### src/rtl/grp_buf_rmw_arbiter.sv
// Round-robin read-modify-write arbiter: N channels merge masked bits into the write
// half of the ping-pong group buffer; a merge straddling a bank switch is aborted and retried.
module grp_buf_rmw_arbiter #(
  parameter int N           = 4,
  parameter int AW          = 10,
  parameter int DW          = 12,
  parameter int RD_LAT      = 2,
  parameter int SYNC_STAGES = 2,
  parameter int CW          = 11
) (
  input  logic            clk,
  input  logic            reset,
  input  logic            swch,
  input  logic [N-1:0]    ch_req,
  input  logic [N*AW-1:0] ch_addr,
  input  logic [N*DW-1:0] ch_data,
  input  logic [N*DW-1:0] ch_mask,
  output logic [N-1:0]    ch_ack,
  output logic            mem_rden,
  output logic [AW-1:0]   mem_rdaddr,
  input  logic [DW-1:0]   mem_q,
  output logic            mem_wren,
  output logic [AW-1:0]   mem_wraddr,
  output logic [DW-1:0]   mem_wrdata,
  output logic            wr_bank,
  output logic            busy,
  output logic [CW-1:0]   wr_count,
  output logic [CW-1:0]   frame_wr_count,
  output logic [CW-1:0]   abort_count
);

  localparam int IW = (N > 1) ? $clog2(N) : 1;

  localparam logic [1:0] S_IDLE = 2'd0;
  localparam logic [1:0] S_RD   = 2'd1;
  localparam logic [1:0] S_WAIT = 2'd2;
  localparam logic [1:0] S_WR   = 2'd3;

  localparam logic [2:0] WAIT_LAST = 3'((RD_LAT > 1) ? RD_LAT - 2 : 0);

  logic [SYNC_STAGES-1:0] r_sync;
  logic                   r_swch_prev;
  logic                   r_wr_bank;
  logic [1:0]             r_state;
  logic [2:0]             r_wait_cnt;
  logic [IW-1:0]          r_rr;
  logic [IW-1:0]          r_idx;
  logic [AW-1:0]          r_addr;
  logic [DW-1:0]          r_data;
  logic [DW-1:0]          r_mask;
  logic [AW-1:0]          r_rdaddr;
  logic [AW-1:0]          r_wraddr;
  logic [CW-1:0]          r_wr_count;
  logic [CW-1:0]          r_frame_wr_count;
  logic [CW-1:0]          r_abort_count;

  logic                   w_swch_s;
  logic                   w_sw_evt;
  logic                   w_found;
  logic [IW-1:0]          w_gnt_idx;
  logic                   w_in_wr;

  // Channel index (base + off) modulo N, for the round-robin scan.
  function automatic logic [IW-1:0] wrap_add(input logic [IW-1:0] base, input int off);
    int s;
    s = int'(base) + off;
    if (s >= N) s = s - N;
    return IW'(s);
  endfunction

  assign w_swch_s = r_sync[SYNC_STAGES-1];
  assign w_sw_evt = w_swch_s ^ r_swch_prev;
  assign w_in_wr  = (r_state == S_WR);

  // NOTE: every always_comb assigns defaults first so no path leaves a variable unassigned (no latch).
  always_comb begin
    w_found   = 1'b0;
    w_gnt_idx = '0;
    for (int k = 0; k < N; k++) begin
      if (!w_found && ch_req[wrap_add(r_rr, k)]) begin
        w_found   = 1'b1;
        w_gnt_idx = wrap_add(r_rr, k);
      end
    end
  end

  // NOTE: clocked state uses non-blocking assignments so all flops update from pre-edge values.
  always_ff @(posedge clk or negedge reset) begin
    if (!reset) begin
      r_sync      <= '0;
      r_swch_prev <= 1'b0;
      r_wr_bank   <= 1'b0;
    end else begin
      r_sync[0] <= swch;
      for (int s = 1; s < SYNC_STAGES; s++) r_sync[s] <= r_sync[s-1];
      r_swch_prev <= w_swch_s;
      r_wr_bank   <= ~w_swch_s;
    end
  end

  always_ff @(posedge clk or negedge reset) begin
    if (!reset) begin
      r_state          <= S_IDLE;
      r_wait_cnt       <= '0;
      r_rr             <= '0;
      r_idx            <= '0;
      r_addr           <= '0;
      r_data           <= '0;
      r_mask           <= '0;
      r_rdaddr         <= '0;
      r_wraddr         <= '0;
      r_wr_count       <= '0;
      r_frame_wr_count <= '0;
      r_abort_count    <= '0;
    end else begin
      // A switch restarts the frame count; an aborted write never commits, so it wins.
      if (w_sw_evt) begin
        r_frame_wr_count <= r_wr_count;
        r_wr_count       <= '0;
      end else if (w_in_wr && r_wr_count != '1) begin
        r_wr_count <= r_wr_count + 1'b1;
      end

      if (w_sw_evt && r_state != S_IDLE) begin
        r_state <= S_IDLE;
        if (r_abort_count != '1) r_abort_count <= r_abort_count + 1'b1;
      end else begin
        case (r_state)
          S_IDLE: begin
            if (!w_sw_evt && w_found) begin
              r_idx    <= w_gnt_idx;
              r_addr   <= ch_addr[w_gnt_idx*AW +: AW];
              r_data   <= ch_data[w_gnt_idx*DW +: DW];
              r_mask   <= ch_mask[w_gnt_idx*DW +: DW];
              r_rdaddr <= ch_addr[w_gnt_idx*AW +: AW];
              r_state  <= S_RD;
            end
          end
          S_RD: begin
            if (RD_LAT == 1) begin
              r_wraddr <= r_addr;
              r_state  <= S_WR;
            end else begin
              r_wait_cnt <= '0;
              r_state    <= S_WAIT;
            end
          end
          S_WAIT: begin
            if (r_wait_cnt == WAIT_LAST) begin
              r_wraddr <= r_addr;
              r_state  <= S_WR;
            end else begin
              r_wait_cnt <= r_wait_cnt + 1'b1;
            end
          end
          S_WR: begin
            r_rr    <= wrap_add(r_idx, 1);
            r_state <= S_IDLE;
          end
          default: r_state <= S_IDLE;
        endcase
      end
    end
  end

  assign busy           = (r_state != S_IDLE);
  assign mem_rden       = (r_state == S_RD);
  assign mem_rdaddr     = r_rdaddr;
  assign mem_wren       = w_in_wr && !w_sw_evt;
  assign mem_wraddr     = r_wraddr;
  assign mem_wrdata     = w_in_wr ? ((mem_q & ~r_mask) | (r_data & r_mask)) : '0;
  assign wr_bank        = r_wr_bank;
  assign wr_count       = r_wr_count;
  assign frame_wr_count = r_frame_wr_count;
  assign abort_count    = r_abort_count;

  always_comb begin
    ch_ack = '0;
    if (mem_wren) ch_ack[r_idx] = 1'b1;
  end

endmodule

### config.mk
export PLATFORM = sky130hd
export DESIGN_NAME = grp_buf_rmw_arbiter
export DESIGN_NICKNAME = d
export VERILOG_FILES = /design/src/rtl/grp_buf_rmw_arbiter.sv
export SDC_FILE = /design/constraint.sdc
export NUM_CORES = 1
export LEC_CHECK = 0
export BUFFER_PORTS_ARGS = -buffer_cell sky130_fd_sc_hd__buf_2
export CAP_MARGIN = 5
export CORE_ASPECT_RATIO = 0.9
export CORE_MARGIN = 8
export CORE_UTILIZATION = 45
export CTS_BUF_LIST = sky130_fd_sc_hd__clkbuf_8
export CTS_CLUSTER_SIZE = 12
export DETAILED_ROUTE_END_ITERATION = 16
export GPL_TIMING_DRIVEN = 0
export HOLD_SLACK_MARGIN = 0.05
export MAX_ROUTING_LAYER = met4
export PLACE_DENSITY = 0.77
export REMOVE_ABC_BUFFERS = 1
export SLEW_MARGIN = 20
export SYNTH_ARGS = -nofsm -noshare
export SYNTH_HDL_FRONTEND = slang
export SYNTH_SLANG_ARGS = --single-unit
### constraint.sdc
create_clock -name clk -period 3.08 [get_ports clk]
set_input_delay 0.616 -clock clk [delete_from_list [all_inputs] [get_ports clk]]
set_output_delay 0.616 -clock clk [all_outputs]
set_load 0.03 [all_outputs]
## Yosys cells after proc, flatten, opt, wreduce, memory -nomap -nowiden

Cells that the tools add are included.

- Add/sub/neg operators: 12
- Multiply operators: 2
- Order comparisons: 11
- Eq/ne operators: 8
- Shifts and indexed selects: 3
- Multiplexer cells: 33
- Bitwise operators: 7
- Reductions and logical operators: 23

Operator list:

| kind | number |
|---|---|
| $shiftx A48 B7 Y12 | 2 |
| $shiftx A40 B7 Y10 | 1 |
| $and A12 B12 Y12 | 2 |
| $mux W2 | 12 |
| $add A11 B1 Y11 const B | 2 |
| $mux W11 | 2 |
| $ne A11 B11 Y1 const B | 2 |
| $lt A2 B3 Y1 const B | 5 |
| $ge A3 B3 Y1 const B | 4 |
| $mux W12 | 1 |
| $not A12 Y12 | 1 |
| $or A12 B12 Y12 | 1 |
| $sub A2 B1 Y2 const B | 5 |
| $mux W1 | 9 |
| $reduce_and A3 Y1 | 3 |
| $bmux W1 S2 | 4 |
| $logic_and A1 B1 Y1 | 8 |
| $pmux W2 S4 | 1 |
| $add A2 B1 Y3 const B | 2 |
| $add A2 B2 Y3 const B | 2 |
| $ne A3 B3 Y1 const B | 2 |
| $pmux W3 S2 | 1 |
| $reduce_and A2 Y1 | 3 |
| $reduce_bool A2 Y1 | 3 |
| other kinds (16) | 21 |

- Register bits: 90
- Input bits: 155
- Word-level logic and storage cells: 113

## Logic depth before layout (Yosys ltp)

- Depth in word-level cells: 18
- Depth in mapped cells: 7
- Depth with buffers taken out: 7

## Least setup slack after synthesis

OpenSTA, ideal clock, no wires.

- Path kind: reg2out
- From: register r_state[1]
- To: output port mem_wrdata[10]
- Arrival time: 1.452 ns
- Path slack: 1.012 ns
- Cell stages (with the launch flop): 5
- Path buffers: 2
- Path through: dfrtp_1 ha_1 clkbuf_1 clkbuf_1 nor2b_1

- Cells in the longest elaborated chain, start to end: 2

Ends and longest elaborated chain:

| element | line | text |
|---|---|---|
| start, declared | 44 | `logic [1:0] r_state;` |
| start signal, assigned | 103 | `r_state <= S_IDLE;` |
| start signal, assigned | 125 | `r_state <= S_IDLE;` |
| start signal, assigned | 136 | `r_state <= S_RD;` |
| $eq A2 B2 Y1 | 73 | `assign w_in_wr = (r_state == S_WR);` |
| $mux W12 | 171 | `assign mem_wrdata = w_in_wr ? ((mem_q & ~r_mask) \| (r_data & r_mask)) : '0;` |
| end, declared | 24 | `output logic [DW-1:0] mem_wrdata,` |

Every way passes these cells.

## Worst setup path after layout

- From: register r_sync[1]
- To: register r_rdaddr[5] (netlist: mem_rdaddr[5])

- Cells in the longest elaborated chain, start to end: 4

Ends and longest elaborated chain:

| element | line | text |
|---|---|---|
| start, declared | 41 | `logic [SYNC_STAGES-1:0] r_sync;` |
| start signal, assigned | 90 | `r_sync <= '0;` |
| $xor A1 B1 Y1 * | 72 | `assign w_sw_evt = w_swch_s ^ r_swch_prev;` |
| $logic_not A1 Y1 or $logic_and A1 B1 Y1 (tied branches) | 130, 124 |  |
| $logic_and A1 B1 Y1 or $not A1 Y1 (tied branches) | n/a |  |
| $reduce_and A3 Y1 (no source line) * | n/a |  |
| end signal, assigned | 135 | `r_rdaddr <= ch_addr[w_gnt_idx*AW +: AW];` |
| end, declared | 51 | `logic [AW-1:0] r_rdaddr;` |

Every way passes the cells marked *; elsewhere a longest branch is shown, timed or not.
A chain may end at the register's enable or synchronous reset.

==> reports/metrics.csv <==
stage;metric;value;unit
critical_path;crit_path_max_incr_delay;560;ps
sta;worst_pin_slew;941;ps
cts;clock_latency;350;ps
critical_path;critPathLaunchType;flop;
sta;final-setup-viol-count;0;
die;fp.dieW;128;um
critical_path;rrSetupSlack;460;ps
sta;slew_headroom;37.2;%
routing;vias_per_cell;5.18;
sta;skew;8.34;ps
die;die_h;117;um
cts;root_buffer;clkbuf_8;
grt;grtUsageTotal;20.4;%
routing;drt_iter0_markers;233;
yosys;yosysSeqAreaShare;44.5;%
yosys;ys_types;42;
yosys;avgSynthCellArea;10.9;um^2
cts;cts_num_sinks;90;
power_and_ir_drop;pwr-share-clk;16.4;%
cells_and_area;syn_to_final_growth;31.2;%
cts;numCtsBuffers;9;
critical_path;crit_fanout;38;
yosys;synth_top_area_cell;dfrtp_1;
yosys;yosysWarnings;0;
placed_design;gp_congestion;0.893;
power_and_ir_drop;p_sw;2250;uW
cts;clk_pin_slew;80;ps
outcome;status;complete, no violations;
yosys;netlist_area;5060;um^2
grt;antenna_found_initial;1;
cells_and_area;drive_gt1_share;41.6;%
sta;hold_viol_final;0;
cts;cts-htree-levels;3;
critical_path;cp.required;3260;ps
cells_and_area;fill_cells;919;
power_and_ir_drop;power_frac_comb;49.5;%
routing;wl;15000;um
yosys;syn_inst;464;
die;die_area;14900;um^2
sta;setup_ws;455;ps
yosys;synthFlopType;dfrtp_1;
sta;post-route-period-util;85.2;%
critical_path;critPathBufInv;1;
routing;drcViolationCount;0;
sta;fin_setup_tns;0;ps
yosys;synth-edff-count;0;
routing;first_pass_iters;4;
grt;gr-total-overflow;0;
critical_path;path_class;flop to flop;
placed_design;pre_cts_ws;-67.7;ps
grt;grt_pass1_wl;23300;um
critical_path;ff2ff_path_depth;6;
power_and_ir_drop;p_per_area;816;nW/um^2
cts;clock_path_buffers;2;
critical_path;cp_top_family;simple AND/OR/NAND/NOR gates;
sta;min_period;2620;ps
power_and_ir_drop;vdd_drop_max;0.310;mV
cts;hold_buffers;0;
placed_design;dp_hpwl;11900;um
cells_and_area;layout_commonest_cell;buf_2;
yosys;yosys.area.top_type_share;44.5;%
sta;rsz0062_at_grt;no;
run;maxCapViolCount;0;
power_and_ir_drop;power_frac_seq;34.2;%
critical_path;timing.rr.end;mem_rdaddr[5];
placed_design;io_buffers;227;
sta;fmax;381;MHz
cells_and_area;final_nets;850;
routing;ant_nets;0;
critical_path;end_kind;flop;
cells_and_area;layout.cells.most_common_list;226 x buf_2, 90 x dfrtp_1, 85 x nand2_1;
die;core_area;10900;um^2
routing;wl_per_cell;17.9;um
die;fp-row-count;36;
routing;num_vias;4354;
die;initial_core_util;46.5;%
die;io_pins;228;
critical_path;critPathSlowestCell;xor2_4;
critical_path;rr_startpoint;r_sync[1];
min_path;hold_path_class;primary input to asynchronous set/reset pin;
cells_and_area;multi_input_area;2630;um^2
yosys;ys_async_sr_fraction;100;%
cts;cts_tree;done;
yosys;ys_ff_latch;90;
power_and_ir_drop;swShare;41.4;%
grt;grt_pass1_vias;4628;
yosys;yosys-top-cells-area;dfrtp_1 44%, mux2i_1 16%, nand2_1 6.4%;
critical_path;path_cells;xor2_4, a21oi_2, nand2_4, or2_2, buf_12, o221ai_1;
sta;report.final.slew_viol_count;0;
power_and_ir_drop;p_leak;0.00360;uW
grt;grt_max_degree;50;
cells_and_area;seq_area;2250;um^2
critical_path;worstPathArrival;2800;ps
power_and_ir_drop;power.internal;3170;uW
## state kept, by name (all words and copies together) (netlist names)
| register | cells |
|---|---|
| r_mask | 12 |
| r_wait_cnt | 3 |
| r_swch_prev | 1 |
| wr_count | 11 |
| mem_wraddr | 10 |
| r_rr | 2 |
| frame_wr_count | 11 |
| r_data | 12 |
| r_state | 2 |
| mem_rdaddr | 10 |
| abort_count | 11 |
| r_idx | 2 |
| r_sync | 2 |
| wr_bank | 1 |
## power by group through the flow
stage | logic, uW | registers [uW] | clock network, uW
6_report | 2680 | 1850 | 887
5_1_grt | 2910 | 1900 | 971
4_1_cts | 2710 | 1840 | 918
3_5_place_dp | 2710 | 1860 | 0
3_3_place_gp | 2560 | 1840 | 0
2_1_floorplan | 1580 | 2150 | 0
## cell families (layout without fill, tap and decap cells)
family	Yosys count	in the layout	share of synthesized area (%)
AO/OA/AOI/OAI	61	61	12.3
XOR/XNOR	20	20	3.61
adder cells (fa/ha/maj)	12	12	2.97
buffers and inverters	39	262	4.03
flip-flops	90	90	44.5
multiplexers	94	94	19.6
other	0	2	0
AND/OR/NAND/NOR	148	148	13.0
## Yosys cell counts, types with 2 or more instances
library cell	number
dfrtp_1	90
nand3_1	6
nor2b_1	16
a21oi_2	2
mux2_4	10
mux2i_1	81
inv_1	13
nand2_1	86
xor2_1	6
and3_1	6
nand4_1	9
a21boi_1	2
ha_1	12
o21ai_1	3
buf_6	5
o21ai_0	6
o221ai_1	17
or2_1	2
buf_4	3
mux2_2	2
o221ai_2	17
a21oi_1	4
buf_2	7
nor2_1	20
xnor2_1	13
clkbuf_1	10
## area by class of cell
cell class / count / share of cell area, %
Antenna cell: 2 / 0.0753
Clock buffer: 11 / 2.28
Clock inverter: 4 / 1.02
Inverter: 13 / 0.734
Multi-Input combinational cell: 335 / 39.6
Sequential cell: 90 / 33.9
Tap cell: 152 / 2.86
Timing Repair Buffer: 234 / 19.5
## worst register-to-register path: stages (launching register included)
cell	delay, ps
dfrtp_1	510
xor2_4	560
a21oi_2	140
nand2_4	380
or2_2	430
buf_12	240
o221ai_1	180
## worst max path at each step
stage,slack [ps],startpoint,endpoint,depth (start not counted)
after floorplan,-100,ch_req[0],r_data[0],5
after global placement,-1280,r_swch_prev,mem_rdaddr[4],5
after detailed placement,-70,r_sync[1],mem_rdaddr[5],6
after CTS,170,r_sync[1],mem_rdaddr[4],6
after global routing,220,r_swch_prev,mem_rdaddr[8],6
final,460,r_sync[1],mem_rdaddr[5],6
## through the flow
step                      util (%)  hold WS (ps)  power, uW  area [um^2]  instances
final                         61.0           256       5420         6640        841
after global routing          60.9           267       5780         6640        840
after CTS                     60.9           250       5470         6630        839
after detailed placement      58.7           337       4570         6400        824
after global placement        57.2           333       4400         6230        817
after floorplan                  -           320       3730         4910        438
## routing by layer
layer | vias up | global-route usage, % | routed length (um)
met5 | - | - | 0
li1 | 2088 | - | -
met4 | 0 | 8.15 | 286
met1 | 2114 | 24.0 | 6190
met2 | 133 | 33.6 | 7730
met3 | 19 | 4.29 | 808
## repair_timing
action	in CTS	in global routing
resized for setup	1	1
gates cloned	0	0
setup buffers	0	0
setup endpoints to repair	25	3
No activity file was read; power rests on OpenSTA's default activity.
